<file path="config.mk">
export PLATFORM = sky130hd
export DESIGN_NAME = fpu_credit_scheduler
export DESIGN_NICKNAME = d
export VERILOG_FILES = /design/src/rtl/fpu_sched_pkg.sv /design/src/rtl/fpu_credit_scheduler.sv
export SDC_FILE = /design/constraint.sdc
export NUM_CORES = 1
export LEC_CHECK = 0
export ABC_AREA = 1
export CAP_MARGIN = 20
export CORE_UTILIZATION = 44
export CTS_BUF_LIST = sky130_fd_sc_hd__clkbuf_4
export DETAILED_ROUTE_END_ITERATION = 8
export GPL_ROUTABILITY_DRIVEN = 0
export GPL_TIMING_DRIVEN = 1
export HOLD_SLACK_MARGIN = 0.05
export PLACE_DENSITY = 0.88
export SYNTH_ARGS = -nofsm -noshare
export SYNTH_HDL_FRONTEND = slang
export SYNTH_SLANG_ARGS = --single-unit
export TNS_END_PERCENT = 20
</file>
<file path="constraint.sdc">
create_clock -name clk -period 3.4 [get_ports clk]
set_input_delay 0.51 -clock clk [delete_from_list [all_inputs] [get_ports clk]]
set_output_delay 0.51 -clock clk [all_outputs]
set_load 0.02 [all_outputs]
</file>
<file path="src/rtl/fpu_sched_pkg.sv">
// Shared types and helpers for the FPU credit scheduler.
//   sched_state_e    : flush FSM encoding (RUN, DRAIN, FLUSHED)
//   CREDITS_DEFAULT  : default FPU pipeline capacity
//   NB_CORES_DEFAULT : default number of requesting cores
//   is_onehot()      : true when exactly one bit of the argument is set
package fpu_sched_pkg;

  localparam int unsigned CREDITS_DEFAULT  = 4;
  localparam int unsigned NB_CORES_DEFAULT = 9;
  // is_onehot() takes a fixed-width argument; narrower IDs are zero-extended.
  localparam int unsigned MAX_ID_WIDTH     = 32;

  typedef enum logic [1:0] {
    RUN     = 2'd0,
    DRAIN   = 2'd1,
    FLUSHED = 2'd2
  } sched_state_e;

  function automatic logic is_onehot(input logic [MAX_ID_WIDTH-1:0] v);
    return (v != '0) && ((v & (v - 32'd1)) == '0);
  endfunction

endpackage

</file>
<file path="src/rtl/fpu_credit_scheduler.sv">
// Gates per-core APU requests in front of the shared-FPU arbitration tree and
// tracks in-flight operations against a fixed credit pool.
// Ports:
//   clk, rst        : clock, synchronous active-high reset
//   core_req_i      : per-core requests
//   core_gnt_o      : per-core grants (tree grant qualified by gated request)
//   arb_req_o       : gated requests into the arbitration tree
//   arb_gnt_i       : per-core grants from the arbitration tree
//   fpu_rvalid_i    : FPU response valid
//   fpu_rID_i       : one-hot ID of the response
//   core_rvalid_o   : response valid steered to the issuing core
//   flush_i         : level-sensitive drain request
//   flush_done_o    : FPU empty and issue blocked
//   pending_o       : per-core outstanding bit
//   credits_o       : free credits
//   err_o           : sticky protocol error
module fpu_credit_scheduler
  import fpu_sched_pkg::*;
#(
  parameter int unsigned NB_CORES  = NB_CORES_DEFAULT,
  parameter int unsigned ID_WIDTH  = NB_CORES,
  parameter int unsigned CREDITS   = CREDITS_DEFAULT,
  parameter int unsigned CNT_WIDTH = $clog2(CREDITS + 1)
) (
  input  logic                 clk,
  input  logic                 rst,
  input  logic [NB_CORES-1:0]  core_req_i,
  output logic [NB_CORES-1:0]  core_gnt_o,
  output logic [NB_CORES-1:0]  arb_req_o,
  input  logic [NB_CORES-1:0]  arb_gnt_i,
  input  logic                 fpu_rvalid_i,
  input  logic [ID_WIDTH-1:0]  fpu_rID_i,
  output logic [NB_CORES-1:0]  core_rvalid_o,
  input  logic                 flush_i,
  output logic                 flush_done_o,
  output logic [NB_CORES-1:0]  pending_o,
  output logic [CNT_WIDTH-1:0] credits_o,
  output logic                 err_o
);

  localparam logic [CNT_WIDTH-1:0] CREDITS_FULL = CNT_WIDTH'(CREDITS);

  sched_state_e        state_q, state_d;
  logic [CNT_WIDTH-1:0] credits_q, credits_d;
  logic [NB_CORES-1:0] pending_q, pending_d;
  logic                err_q, err_d;
  logic                flush_done_q, flush_done_d;

  logic                can_issue;
  logic                issue;
  logic                multi_gnt;
  logic                rsp_ok;
  logic                pool_empty;

  assign can_issue  = (credits_q != '0) && (state_q == RUN);
  assign arb_req_o  = core_req_i & ~pending_q & {NB_CORES{can_issue}};
  assign core_gnt_o = arb_gnt_i & arb_req_o;

  assign issue      = |core_gnt_o;
  assign multi_gnt  = (core_gnt_o & (core_gnt_o - NB_CORES'(1))) != '0;

  assign core_rvalid_o = NB_CORES'(fpu_rID_i) & {NB_CORES{fpu_rvalid_i}};

  // A response only retires if it names exactly one core that is outstanding.
  assign rsp_ok = fpu_rvalid_i
                  && is_onehot(MAX_ID_WIDTH'(fpu_rID_i))
                  && ((NB_CORES'(fpu_rID_i) & pending_q) != '0);

  assign pool_empty = (credits_q == CREDITS_FULL) && (pending_q == '0);

  always_comb begin
    state_d   = state_q;
    credits_d = credits_q;
    err_d     = err_q;
    pending_d = pending_q | core_gnt_o;

    if (rsp_ok) begin
      pending_d = pending_d & ~NB_CORES'(fpu_rID_i);
    end
    if ((fpu_rvalid_i && !rsp_ok) || multi_gnt) begin
      err_d = 1'b1;
    end

    // A multi-grant still consumes only one credit.
    case ({issue, rsp_ok})
      2'b10: credits_d = credits_q - CNT_WIDTH'(1);
      2'b01: begin
        if (credits_q == CREDITS_FULL) begin
          err_d = 1'b1;
        end else begin
          credits_d = credits_q + CNT_WIDTH'(1);
        end
      end
      default: ;
    endcase

    case (state_q)
      RUN: begin
        if (flush_i) state_d = DRAIN;
      end
      DRAIN: begin
        // A flush withdrawn mid-drain returns straight to RUN once empty.
        if (pool_empty) state_d = flush_i ? FLUSHED : RUN;
      end
      FLUSHED: begin
        if (!flush_i) state_d = RUN;
      end
      default: state_d = RUN;
    endcase

    flush_done_d = (state_d == FLUSHED);
  end

  always_ff @(posedge clk) begin
    if (rst) begin
      state_q      <= RUN;
      credits_q    <= CREDITS_FULL;
      pending_q    <= '0;
      err_q        <= 1'b0;
      flush_done_q <= 1'b0;
    end else begin
      state_q      <= state_d;
      credits_q    <= credits_d;
      pending_q    <= pending_d;
      err_q        <= err_d;
      flush_done_q <= flush_done_d;
    end
  end

  assign pending_o    = pending_q;
  assign credits_o    = credits_q;
  assign err_o        = err_q;
  assign flush_done_o = flush_done_q;

endmodule

</file>
**Word level (Yosys, flattened, before mapping)**

Cells that the tools add are included.

- Logic and storage cells: 56
- Output and inout bits: 41
- Flip-flop bits (word level): 16
- Input port bits: 31

- Reduce and logical (&&, ||, !) cells: 18
- Add/subtract/negate cells: 4
- Mux-type cells: 11
- Bitwise gates (word level): 11
- Eq/ne operators: 7

Operators with widths:

| cell | number |
|---|---|
| $and 9x9->9 | 7 |
| $and 9x32->32 | 1 |
| $logic_not 32->1 | 1 |
| $reduce_bool 9->1 | 3 |
| $not 9->9 | 2 |
| $sub 9x1->10 const B | 1 |
| $logic_not 9->1 | 1 |
| $mux 9 | 1 |
| $or 9x9->9 | 1 |
| $reduce_or 9->1 | 1 |
| $sub 9x1->9 const B | 1 |
| $mux 2 | 4 |
| $eq 2x2->1 const B | 3 |
| $logic_and 1x1->1 | 6 |
| $pmux 2 s3 | 1 |
| $pmux 3 s2 | 1 |
| $eq 2x1->1 const B | 2 |
| $add 3x1->3 const B | 1 |
| $eq 3x3->1 const B | 1 |
| $mux 1 | 3 |
| $mux 3 | 1 |
| $reduce_bool 3->1 | 1 |
| $sub 3x1->3 const B | 1 |
| $logic_not 2->1 | 1 |
| 5 further kinds | 5 |

**Depth between registers and ports, before layout**

- Word-level depth: 12
- Mapped depth: 14
- Gate-level depth less buffers: 14

**Worst setup path before layout**

No wires, ideal clock.

- Path kind: register -> register
- Start point: register credits_q[0], in the netlist credits_o[0]
- End point: register credits_q[1], in the netlist credits_o[1]
- Slack: 1.096 ns
- Arrival: 2.188 ns
- Stages on the path, launching flop included: 12
- Required time: 3.284 ns
- Buffers on the path: 0
- Setup time: 0.116 ns
- Clock period less this slack: 2.304 ns
- Cell sequence: dfxtp_1 -> nor2_2 -> nand2_2 -> nand2_2 -> nor3b_2 -> nand2_1 -> inv_2 -> nor2_4 -> nand3_1 -> fa_1 -> nand2_1 -> a21oi_1

- Elaborated cells on any way between the ends: 15
- Those cells by class: add/sub (2); eq/ne (4); mux (2); bitwise (2); reduce/logical (5)

RTL lines:

| item | RTL line | RTL |
|---|---|---|
| from (decl) | fpu_credit_scheduler.sv:44 | `logic [CNT_WIDTH-1:0] credits_q, credits_d;` |
| from (signal assigned) | fpu_credit_scheduler.sv:123 | `credits_q <= credits_d;` |
| $reduce_bool 3->1 (*) | fpu_credit_scheduler.sv:55 | `assign can_issue = (credits_q != '0) && (state_q == RUN);` |
| $logic_and 1x1->1 (*) | fpu_credit_scheduler.sv:55 |  |
| $and 9x9->9 (*) | fpu_credit_scheduler.sv:56 | `assign arb_req_o = core_req_i & ~pending_q & {NB_CORES{can_issue}};` |
| named net arb_req_o[8] | fpu_credit_scheduler.sv:29 | `output logic [NB_CORES-1:0] arb_req_o,` |
| $and 9x9->9 (*) | fpu_credit_scheduler.sv:57 | `assign core_gnt_o = arb_gnt_i & arb_req_o;` |
| named net core_gnt_o[8] | fpu_credit_scheduler.sv:28 | `output logic [NB_CORES-1:0] core_gnt_o,` |
| $reduce_or 9->1 (*) | fpu_credit_scheduler.sv:59 | `assign issue = \|core_gnt_o;` |
| $eq 2x1->1 / $eq 2x2->1 (equally long branches) | fpu_credit_scheduler.sv:85 | `case ({issue, rsp_ok})` |
| $pmux 3 s2 (*) | fpu_credit_scheduler.sv:85 |  |
| named net credits_d[1] | fpu_credit_scheduler.sv:44 |  |

The timed path passes the listed nets; every way through them passes the cells marked *. The select of a mux whose other input is x is not followed.
A chain may end at the register's enable or synchronous reset.

**Final worst setup path**

- Start point: register credits_q[0], in the netlist credits_o[0]
- End point: output port core_gnt_o[8]

- Word-level cells in the longest chain between the ends: 4

Ends and longest elaborated chain:

| item | RTL line |
|---|---|
| $reduce_bool 3->1 | fpu_credit_scheduler.sv:55 |
| $logic_and 1x1->1 | fpu_credit_scheduler.sv:55 |
| $and 9x9->9 | fpu_credit_scheduler.sv:56 |
| $and 9x9->9 | fpu_credit_scheduler.sv:57 |
| to (decl) | fpu_credit_scheduler.sv:28 |

No other way between the ends.

==> run metrics <==
maxcap violations 0; DR iter-0 viols 76; outcome complete, but fails checks; CTS H-tree lvls 1; Vias 1740; crit path launch type flop; post-synth top area share 0.2351; Slew HR 0.6984; count of pins over their slew limit 0; Gate Count Post-Synth 227; worst slew pin tran 0.4519 ns; ys flop type dfxtp_1; commonest non-fill, non-tap cell in the layout clkdlybuf4s50_1; clk_lat worst skew 0.30 ns; post-layout min period 2.822 ns; Syn. warnings 0; failing checks DRC; antenna violations before repair 0; clock sinks 16; core area 0.002853 mm2; ranking of synthesized cells by area dfxtp_1 (24%), nand2_1 (16%), inv_1 (13%); final worst-path cycle share 0.8299; drt first pass iters 7; Max Buffers Root-to-Sink 2; Netlist cell types 27; most frequent cells in the layout clkdlybuf4s50_1 (71), nand2_1 (57), inv_1 (49), nor2_1 (19), dfxtp_1 (16); first-pass GRT wire length 7169 um; Worst Hold Depth 2; non-filler cells, final 331; Setup Viol. Count Final 0; Die H 57.65 um; row count 19; number of gates resized after CTS 0; Setup CP Type reg -> out; Static Leak 1.105 nW; utilization after layout 0.7474; die width 57.65 um; Inst Count DP 327; total CTS buffers 3; initial cell density of the core 0.4776; Tot GR Track Use 0.2814; vias per cell 5.257; Post-synth EDFFs 0; DP HPWL 3433 um; Final ANT Viol Nets 0; PD cells 442.2 mW/mm2; share of cells above drive strength 1 0.09000; Final TNS setup 0 ns; RSZ-0062 raised after global routing no; #FFs+latches synth 16; R2R cell count 12; Final Hold Fails 0; Req. time, crit path 2.89 ns; Reg clk slew, reported paths 0.10 ns; CTS tree done; maximum vdd ir drop 0.0003874 V; clock root buffer clkbuf_4; post-synthesis sequential area ratio 0.2351; nets@finish 333; area leader, netlist dfxtp_1; number of top-level pins 72; Max FO, Critical Path 9; clk_skew 0.002538 ns; global route overflow 0; syn avg cell area 6.002 um2; number of global-route vias before repair 1637; final wirelength 4323 um; HP Class reg -> reg; Hold Buf Count CTS 0; CP Capture Type output pin; P&R area growth vs syn 56.47%; antenna cell count 0; syn_nets 259; DRC viols 6; WP data arrival 2.31 ns; reg2reg setup slack 1.04 ns; setup bufs post-CTS 0; die area 0.003324 mm2; average wire per standard cell 13.06 um; Cell Area, Synth 0.001363 mm2; largest net degree at the start of global routing 14; fmax 354.4 MHz; ys async rst share 0; IO Port Bufs 71
-- stage by stage --
| stage | total power [mW] | instance area [um2] | setup slack, ns | hold slack (ns) |
|---|---|---|---|---|
| 2_1_floorplan | 0.5857 | 1363 | 1.096 | 0.5081 |
| 3_3_place_gp | 0.8232 | 2106 | 0.6310 | 0.4905 |
| 3_5_place_dp | 0.8290 | 2106 | 0.5641 | 0.4933 |
| 4_1_cts | 0.9405 | 2132 | 0.5717 | 0.5094 |
| 5_1_grt | 1.008 | 2132 | 0.4227 | 0.5326 |
| 6_report | 0.9428 | 2132 | 0.5785 | 0.5101 |
-- critical path, cell delays in order, from the launching register on --
cell and delay, ns:
dfxtp_1 0.45, nor2_2 0.07, nand2_2 0.18, nand2_2 0.21, nor3b_2 0.24, nand2_1 0.12
inv_2 0.13, clkdlybuf4s50_1 0.61
-- flip-flops by register name, indices dropped and copies added, names as in the netlist --
register      cells
pending_o         9
credits_o         3
state_q           2
err_o             1
flush_done_o      1
-- final cells by class --
| cell class | instances | area [um2] |
|---|---|---|
| Sequential cell | 16 | 320.3 |
| Clock buffer | 3 | 22.52 |
| Fill cell | 248 | 720.7 |
| Timing Repair Buffer | 72 | 718.2 |
| Clock inverter | 1 | 3.754 |
| Inverter | 52 | 197.7 |
| Multi-Input combinational cell | 156 | 830.8 |
| Tap cell | 31 | 38.79 |
-- cell families (layout without fill, tap and decap cells) --
group	Yosys count	after routing	share of synthesized area
simple gates	132	132	0.4894
buf+inv	55	128	0.1552
compound gates	23	23	0.1056
flops	16	16	0.2351
fa+ha+maj	1	1	0.01469
-- layer usage --
layer	part of all wire	up-vias	global-route usage
met4	0.015	0	0.09524
met5	0	-	0
met2	0.48	72	0.4867
met3	0.069	7	0.03571
li1	-	874	-
met1	0.43	787	0.3635
-- power by group --
group,switching (mW),internal (mW)
clock,0.0691,0.0429
sequential,0.0432,0.220
combinational,0.323,0.245
-- synthesized netlist by cell type (2+ instances only) --
| master | number |
|---|---|
| a21oi_1 | 6 |
| buf_2 | 2 |
| dfxtp_1 | 16 |
| inv_1 | 49 |
| nand2_1 | 57 |
| nand2_2 | 6 |
| nand3_1 | 9 |
| nand4_1 | 10 |
| nor2_1 | 19 |
| nor2_2 | 7 |
| nor2_4 | 4 |
| nor3_1 | 11 |
| nor4_1 | 4 |
| o211ai_1 | 7 |
| o21ai_0 | 6 |
| o221ai_1 | 3 |
-- worst paths after layout --
path / start / endpoint
min: credits_o[2] / credits_o[2]
max reg2reg: credits_o[1] / credits_o[2]
min reg2reg: credits_o[2] / credits_o[2]
max: credits_o[0] / core_gnt_o[8]
(Power assumes the default switching activity.)
